`config.mk`:
```
export PLATFORM = sky130hd
export DESIGN_NAME = nonce_dispatch
export DESIGN_NICKNAME = d
export VERILOG_FILES = /design/src/rtl/siaminer_pkg.sv /design/src/rtl/nonce_fifo.sv /design/src/rtl/nonce_dispatch.sv
export SDC_FILE = /design/constraint.sdc
export NUM_CORES = 1
export LEC_CHECK = 0
export BUFFER_PORTS_ARGS = -buffer_cell sky130_fd_sc_hd__buf_2
export CORE_MARGIN = 2
export CORE_UTILIZATION = 25
export CTS_BUF_LIST = sky130_fd_sc_hd__clkbuf_16
export DETAILED_ROUTE_END_ITERATION = 10
export PLACE_DENSITY = 0.5
export REMOVE_ABC_BUFFERS = 1
export SYNTH_ARGS = -nofsm -noshare
export SYNTH_HDL_FRONTEND = slang
export SYNTH_SLANG_ARGS = --single-unit
```
`constraint.sdc`:
```
create_clock -name clk -period 16.3 [get_ports clk]
set_clock_uncertainty 0.1 [all_clocks]
set_input_delay 0.815 -clock clk [delete_from_list [all_inputs] [get_ports clk]]
set_output_delay 0.815 -clock clk [all_outputs]
set_load 0.1 [all_outputs]
```
`src/rtl/siaminer_pkg.sv`:
```
// Shared definitions for the nonce dispatcher: default widths and the
// dispatcher job-state enumeration, imported by every rtl/ file.
package siaminer_pkg;

    // Default nonce width in bits.
    localparam int NONCE_W_DEF = 64;

    // Default log2 depth of the in-flight nonce FIFO (8 entries).
    localparam int FIFO_AW_DEF = 3;

    // Job-level state of the dispatcher.
    typedef enum logic [1:0] {
        ST_IDLE  = 2'd0,
        ST_ISSUE = 2'd1,
        ST_DRAIN = 2'd2,
        ST_DONE  = 2'd3
    } disp_state_e;

endpackage

```
`src/rtl/nonce_fifo.sv`:
```
// Synchronous FIFO holding nonces that are issued but have no result yet.
// Ports: clk_i, rst_ni (sync, active-low), push_i/data_i, pop_i,
//        head_o (combinational head), full_o, empty_o.
module nonce_fifo
    import siaminer_pkg::*;
#(
    parameter int AW = FIFO_AW_DEF,
    parameter int DW = NONCE_W_DEF
) (
    input  logic          clk_i,
    input  logic          rst_ni,
    input  logic          push_i,
    input  logic [DW-1:0] data_i,
    input  logic          pop_i,
    output logic [DW-1:0] head_o,
    output logic          full_o,
    output logic          empty_o
);

    localparam int DEPTH = 1 << AW;

    logic [DW-1:0] mem_q [DEPTH];

    // Pointers carry one extra wrap bit to tell full from empty.
    logic [AW:0] wr_ptr_q;
    logic [AW:0] wr_ptr_d;
    logic [AW:0] rd_ptr_q;
    logic [AW:0] rd_ptr_d;

    logic do_push;
    logic do_pop;

    assign empty_o = (wr_ptr_q == rd_ptr_q);
    assign full_o  = (wr_ptr_q[AW] != rd_ptr_q[AW]) &&
                     (wr_ptr_q[AW-1:0] == rd_ptr_q[AW-1:0]);

    assign do_push = push_i & ~full_o;
    assign do_pop  = pop_i & ~empty_o;

    assign head_o = mem_q[rd_ptr_q[AW-1:0]];

    always_comb begin
        wr_ptr_d = wr_ptr_q;
        rd_ptr_d = rd_ptr_q;
        if (do_push) begin
            wr_ptr_d = wr_ptr_q + (AW+1)'(1);
        end
        if (do_pop) begin
            rd_ptr_d = rd_ptr_q + (AW+1)'(1);
        end
    end

    always_ff @(posedge clk_i) begin
        if (!rst_ni) begin
            wr_ptr_q <= '0;
            rd_ptr_q <= '0;
        end else begin
            wr_ptr_q <= wr_ptr_d;
            rd_ptr_q <= rd_ptr_d;
        end
    end

    // Storage needs no reset; the pointers define what is valid.
    always_ff @(posedge clk_i) begin
        if (do_push) begin
            mem_q[wr_ptr_q[AW-1:0]] <= data_i;
        end
    end

endmodule

```
`src/rtl/nonce_dispatch.sv`:
```
// Hands consecutive nonces to a hash core, tracks them until their results
// return in order, and captures the first winning nonce of the job.
// Ports: clk, rst (sync, active-low); job control start/nonce_base/
//        nonce_count/abort; hash offer hash_valid/hash_ready/hash_nonce;
//        results res_done/res_found; status busy/finished/win_valid/
//        win_nonce/err.
module nonce_dispatch
    import siaminer_pkg::*;
#(
    parameter int FIFO_AW = FIFO_AW_DEF,
    parameter int NONCE_W = NONCE_W_DEF
) (
    input  logic               clk,
    input  logic               rst,
    input  logic               start,
    input  logic [NONCE_W-1:0] nonce_base,
    input  logic [31:0]        nonce_count,
    input  logic               abort,
    output logic               hash_valid,
    input  logic               hash_ready,
    output logic [NONCE_W-1:0] hash_nonce,
    input  logic               res_done,
    input  logic               res_found,
    output logic               busy,
    output logic               finished,
    output logic               win_valid,
    output logic [NONCE_W-1:0] win_nonce,
    output logic               err
);

    disp_state_e state_q;
    disp_state_e state_d;

    logic [NONCE_W-1:0] next_q;
    logic [NONCE_W-1:0] next_d;
    logic [31:0]        rem_q;
    logic [31:0]        rem_d;
    logic               win_valid_q;
    logic               win_valid_d;
    logic [NONCE_W-1:0] win_nonce_q;
    logic [NONCE_W-1:0] win_nonce_d;
    logic               err_q;
    logic               err_d;
    // Remembers an abort so a pending offer can finish before stopping.
    logic               stop_q;
    logic               stop_d;

    logic               fifo_full;
    logic               fifo_empty;
    logic [NONCE_W-1:0] fifo_head;

    logic start_acc;
    logic hs;
    logic pop;
    logic capture;
    logic stop_req;

    assign start_acc = start & (state_q == ST_IDLE);

    // Offer depends only on registered state, so it cannot glitch or
    // change while waiting for hash_ready.
    assign hash_valid = (state_q == ST_ISSUE) & (rem_q != 32'd0) & ~fifo_full;
    assign hash_nonce = next_q;
    assign hs         = hash_valid & hash_ready;

    // Pop only against the registered empty flag, so a nonce pushed in the
    // same cycle is never mistaken for the head.
    assign pop     = res_done & ~fifo_empty;
    assign capture = pop & res_found & ~win_valid_q;

    assign stop_req = abort | stop_q | win_valid_q;

    assign busy      = (state_q == ST_ISSUE) | (state_q == ST_DRAIN);
    assign finished  = (state_q == ST_DONE);
    assign win_valid = win_valid_q;
    assign win_nonce = win_nonce_q;
    assign err       = err_q;

    nonce_fifo #(
        .AW (FIFO_AW),
        .DW (NONCE_W)
    ) u_fifo (
        .clk_i   (clk),
        .rst_ni  (rst),
        .push_i  (hs),
        .data_i  (next_q),
        .pop_i   (pop),
        .head_o  (fifo_head),
        .full_o  (fifo_full),
        .empty_o (fifo_empty)
    );

    // Datapath next-state.
    always_comb begin
        next_d      = next_q;
        rem_d       = rem_q;
        win_valid_d = win_valid_q;
        win_nonce_d = win_nonce_q;
        err_d       = err_q;
        stop_d      = stop_q;
        if (start_acc) begin
            next_d      = nonce_base;
            rem_d       = nonce_count;
            win_valid_d = 1'b0;
            win_nonce_d = '0;
            err_d       = 1'b0;
            stop_d      = 1'b0;
        end else begin
            if (hs) begin
                next_d = next_q + NONCE_W'(1);
                rem_d  = rem_q - 32'd1;
            end
            if (capture) begin
                win_valid_d = 1'b1;
                win_nonce_d = fifo_head;
            end
            if (res_done & fifo_empty) begin
                err_d = 1'b1;
            end
            if (abort & busy) begin
                stop_d = 1'b1;
            end
        end
    end

    // Job FSM next-state.
    always_comb begin
        state_d = state_q;
        unique case (state_q)
            ST_IDLE: begin
                if (start) begin
                    state_d = (nonce_count == 32'd0) ? ST_DONE : ST_ISSUE;
                end
            end
            ST_ISSUE: begin
                if ((rem_d == 32'd0) || (stop_req && (!hash_valid || hs))) begin
                    state_d = ST_DRAIN;
                end
            end
            ST_DRAIN: begin
                if (fifo_empty) begin
                    state_d = ST_DONE;
                end
            end
            ST_DONE: begin
                state_d = ST_IDLE;
            end
            default: begin
                state_d = ST_IDLE;
            end
        endcase
    end

    always_ff @(posedge clk) begin
        if (!rst) begin
            state_q     <= ST_IDLE;
            next_q      <= '0;
            rem_q       <= '0;
            win_valid_q <= 1'b0;
            win_nonce_q <= '0;
            err_q       <= 1'b0;
            stop_q      <= 1'b0;
        end else begin
            state_q     <= state_d;
            next_q      <= next_d;
            rem_q       <= rem_d;
            win_valid_q <= win_valid_d;
            win_nonce_q <= win_nonce_d;
            err_q       <= err_d;
            stop_q      <= stop_d;
        end
    end

endmodule

```
==> results.cfg <==
[synth]
synth.area.mux_share = 0.128
synth_compound_area_frac = 0.0603
synth-main-ff-cell = edfxtp_1
synth_cell_type_count = 70
async_flop_share = 0
yosys.area_share.xor_xnor = 0.0244
synth_top_family_by_area = multiplexers
ys_ff_latch = 685
syn_avg_cell_area_um2 = 15.5
netlist_area_um2 = 27600
synthAdderAreaFrac = 0.00453
synth-edff-count = 512
synth_simple_gate_area_frac = 0.0835
ys_seq_area_frac = 0.682
syn_inst = 1778
synthesis.yosys.warnings = 0

[setup_path]
worst_r2r_endpoint = u_fifo.mem_q[1][43]$_DFFE_PP_
worst-path-stages = 8
crit_required_ns = 16.44
start_kind = flop
cp-end-kind = flop
path_cells = xor2_1, o41a_1, nand2_1, nor2_2, nand2_1, nor3_2, buf_4, buf_4
critPathLaunch = u_fifo.rd_ptr_q[1]$_SDFFE_PN0P_
worst_r2r_path_depth = 8
crit-reg2reg-launch = u_fifo.rd_ptr_q[1]$_SDFFE_PN0P_
worst-r2r-setup-slack_ns = 11.57
crit_path_end = u_fifo.mem_q[1][43]$_DFFE_PP_
cp_slowest_cell = nor3_2
critical_path.top_delay_family = simple AND/OR/NAND/NOR gates
criticalPathCategory = reg2reg
worstPathMaxFanout = 35
critPathBufInv = 2
max_stage_delay_ns = 0.83
cp.arrival_ns = 4.87

[clock_network]
cts_tree = done
cts_resized = 0
htree_levels = 3
cts_buffer_depth = 3
clk_pin_slew_ns = 0.06
numClockSinks = 685
ctsHoldBuffers = 0
cts_made_buffers = 75
post_cts_buffers = 0
clock_latency_ns = 0.62
root_buffer = clkbuf_16

[run]
drv_cap = 0

[timing]
maxSlewViolCount = 0
rsz0062_at_grt = no
max_freq_mhz = 211
min_period_ns = 4.73
relSlewSlack = 0.272
finalHoldViolCount = 0
setup_tns_ns = 0
finalSetupViolCount = 0
worst_pin_slew_ns = 1.09
fin_crit_sh = 0.290

[global_route]
track_usage = 0.139
grt_antenna_before_repair = 8
grt_pass1_vias = 16900
grt_pass1_wl_um = 116000
gr-total-overflow = 0
grt_max_degree = 77

[placed_design]
dp_hpwl_um = 50500
gp_congestion = 0.842
port_buffers = 235

[final_layout]
layout-drive-gt1-share = 0.262
final_common_cell = edfxtp_1
layout_common_cells = edfxtp_1 (512), buf_2 (235), nor2_1 (188), dfxtp_1 (170), mux4_2 (128)
nets = 2134
syn_to_final_growth_pct = 19.2

[route]
drtAntennaViolNets = 0
highest_layer = met5
via_per_inst = 4.70
wl_met3_um = 5640
drt_wl_total_um = 79800
drc = 0
vias = 16700
m1WireLength_um = 36300
drtPass1Iterations = 6
wire_per_inst_um = 22.4
drt_iter0_markers = 1336
wl_met2_um = 36300

[worst_hold_path]
min_path_type = in2reg

[die]
coreArea_um2 = 109000
initial_utilization = 0.253
floorplan.io_pins = 236
die_h_um = 336
dieArea_um2 = 113000
dieWidth_um = 336
rows = 121

[pwr]
p_int_w = 0.00345
power_w = 0.00549
vdd_drop_max_uv = 122
power_density_nw_per_um2 = 167
switching_share = 0.372
p_leak_nw = 10.7
pwr-share-clk = 0.295
p_sw_w = 0.00204
p_comb_frac = 0.278
pwr-share-seq = 0.427

[status]
status = finished, final reports clean
-- metal layers --
layer / up-vias / GRT usage
li1: 7530 / -
met5: - / 0
met3: 120 / 0.0341
met1: 8516 / 0.195
met4: 4 / 0.0322
met2: 568 / 0.217
-- Yosys cell counts, types with 4 or more instances --
cell,count,area [um^2]
edfxtp_1,512,15400
a31oi_1,8,50.1
and2_1,10,62.6
or3_1,22,138
and3_1,19,119
or4_1,8,60.1
nor2_1,190,713
nor4_1,14,87.6
nand4_1,16,100
a41oi_1,4,35.0
a21oi_1,28,140
ha_1,10,125
mux2i_1,65,651
nand3_1,36,180
xnor2_1,43,377
a211oi_1,93,698
mux4_2,128,2880
and4_1,5,43.8
nor3b_1,4,30.0
nor4b_1,4,35.0
dfxtp_1,173,3460
o21ai_0,45,225
nand2_1,56,210
a311oi_1,22,193
clkbuf_1,79,297
buf_1,15,56.3
xor2_1,34,298
nor3_1,39,195
nand2b_1,5,31.3
inv_1,17,63.8
o31ai_1,6,45.0
buf_2,6,30.0
o41ai_1,5,43.8
-- registers in the layout, indices dropped and copies added (netlist names) --
| register | count |
|---|---|
| err | 1 |
| win_valid | 1 |
| rem_q | 32 |
| u_fifo.mem_q | 512 |
| state_q | 2 |
| u_fifo.wr_ptr_q | 4 |
| win_nonce | 64 |
| u_fifo.rd_ptr_q | 4 |
| hash_nonce | 64 |
| stop_q | 1 |
-- worst min-delay path: stages --
cell     delay, ns
buf_2         0.09
a21oi_1       0.06
nor2_1        0.07
-- cells by family after synthesis --
kind of cell,count (synthesis)
adder cells (fa/ha/maj),10
multiplexers,193
AND/OR/NAND/NOR,456
AO/OA/AOI/OAI,237
XOR/XNOR,77
flip-flops,685
buffers and inverters,120
-- worst min-delay path by stage --
stage / to / cells past startpoint / startpoint
3_5_place_dp: err$_SDFFE_PP0P_ / 2 / err$_SDFFE_PP0P_
2_1_floorplan: stop_q$_SDFFE_PP0P_ / 2 / stop_q$_SDFFE_PP0P_
4_1_cts: stop_q$_SDFFE_PP0P_ / 3 / abort
3_3_place_gp: err$_SDFFE_PP0P_ / 2 / err$_SDFFE_PP0P_
6_report: stop_q$_SDFFE_PP0P_ / 3 / abort
5_1_grt: stop_q$_SDFFE_PP0P_ / 3 / abort
-- area by class of cell --
cell class	count	area (um^2)
tap	1476	1850
multi-input combinational	973	8380
sequential	685	18800
fill	10900	76200
clock inverter	64	458
antenna	2	5.00
clock buffer	76	1900
timing repair buffer	269	1430
inverter	17	65.1
-- metrics by stage --
step | cells | setup WS, ns | hold slack (ns) | util | instance area, um^2
final | 3562 | 11.57 | 0.351 | 0.302 | 32900
after global routing | 3560 | 11.23 | 0.339 | 0.302 | 32900
after CTS | 3560 | 11.50 | 0.304 | 0.302 | 32900
after detailed placement | 3420 | 11.51 | 0.362 | 0.280 | 30600
after global placement | 3420 | 11.61 | 0.362 | 0.280 | 30600
after floorplan | 1675 | 2.38 | 0.338 | - | 27200
-- power by group through the flow --
stage / Combinational (W) / Sequential (W) / Clock (W)
CTS: 0.00155 / 0.00235 / 0.00167
finish: 0.00153 / 0.00234 / 0.00162
global route: 0.00163 / 0.00238 / 0.00174
detailed placement: 0.00154 / 0.00238 / 0
floorplan: 0.000702 / 0.00285 / 0
global placement: 0.00154 / 0.00237 / 0
No activity file was read; power rests on OpenSTA's default activity.
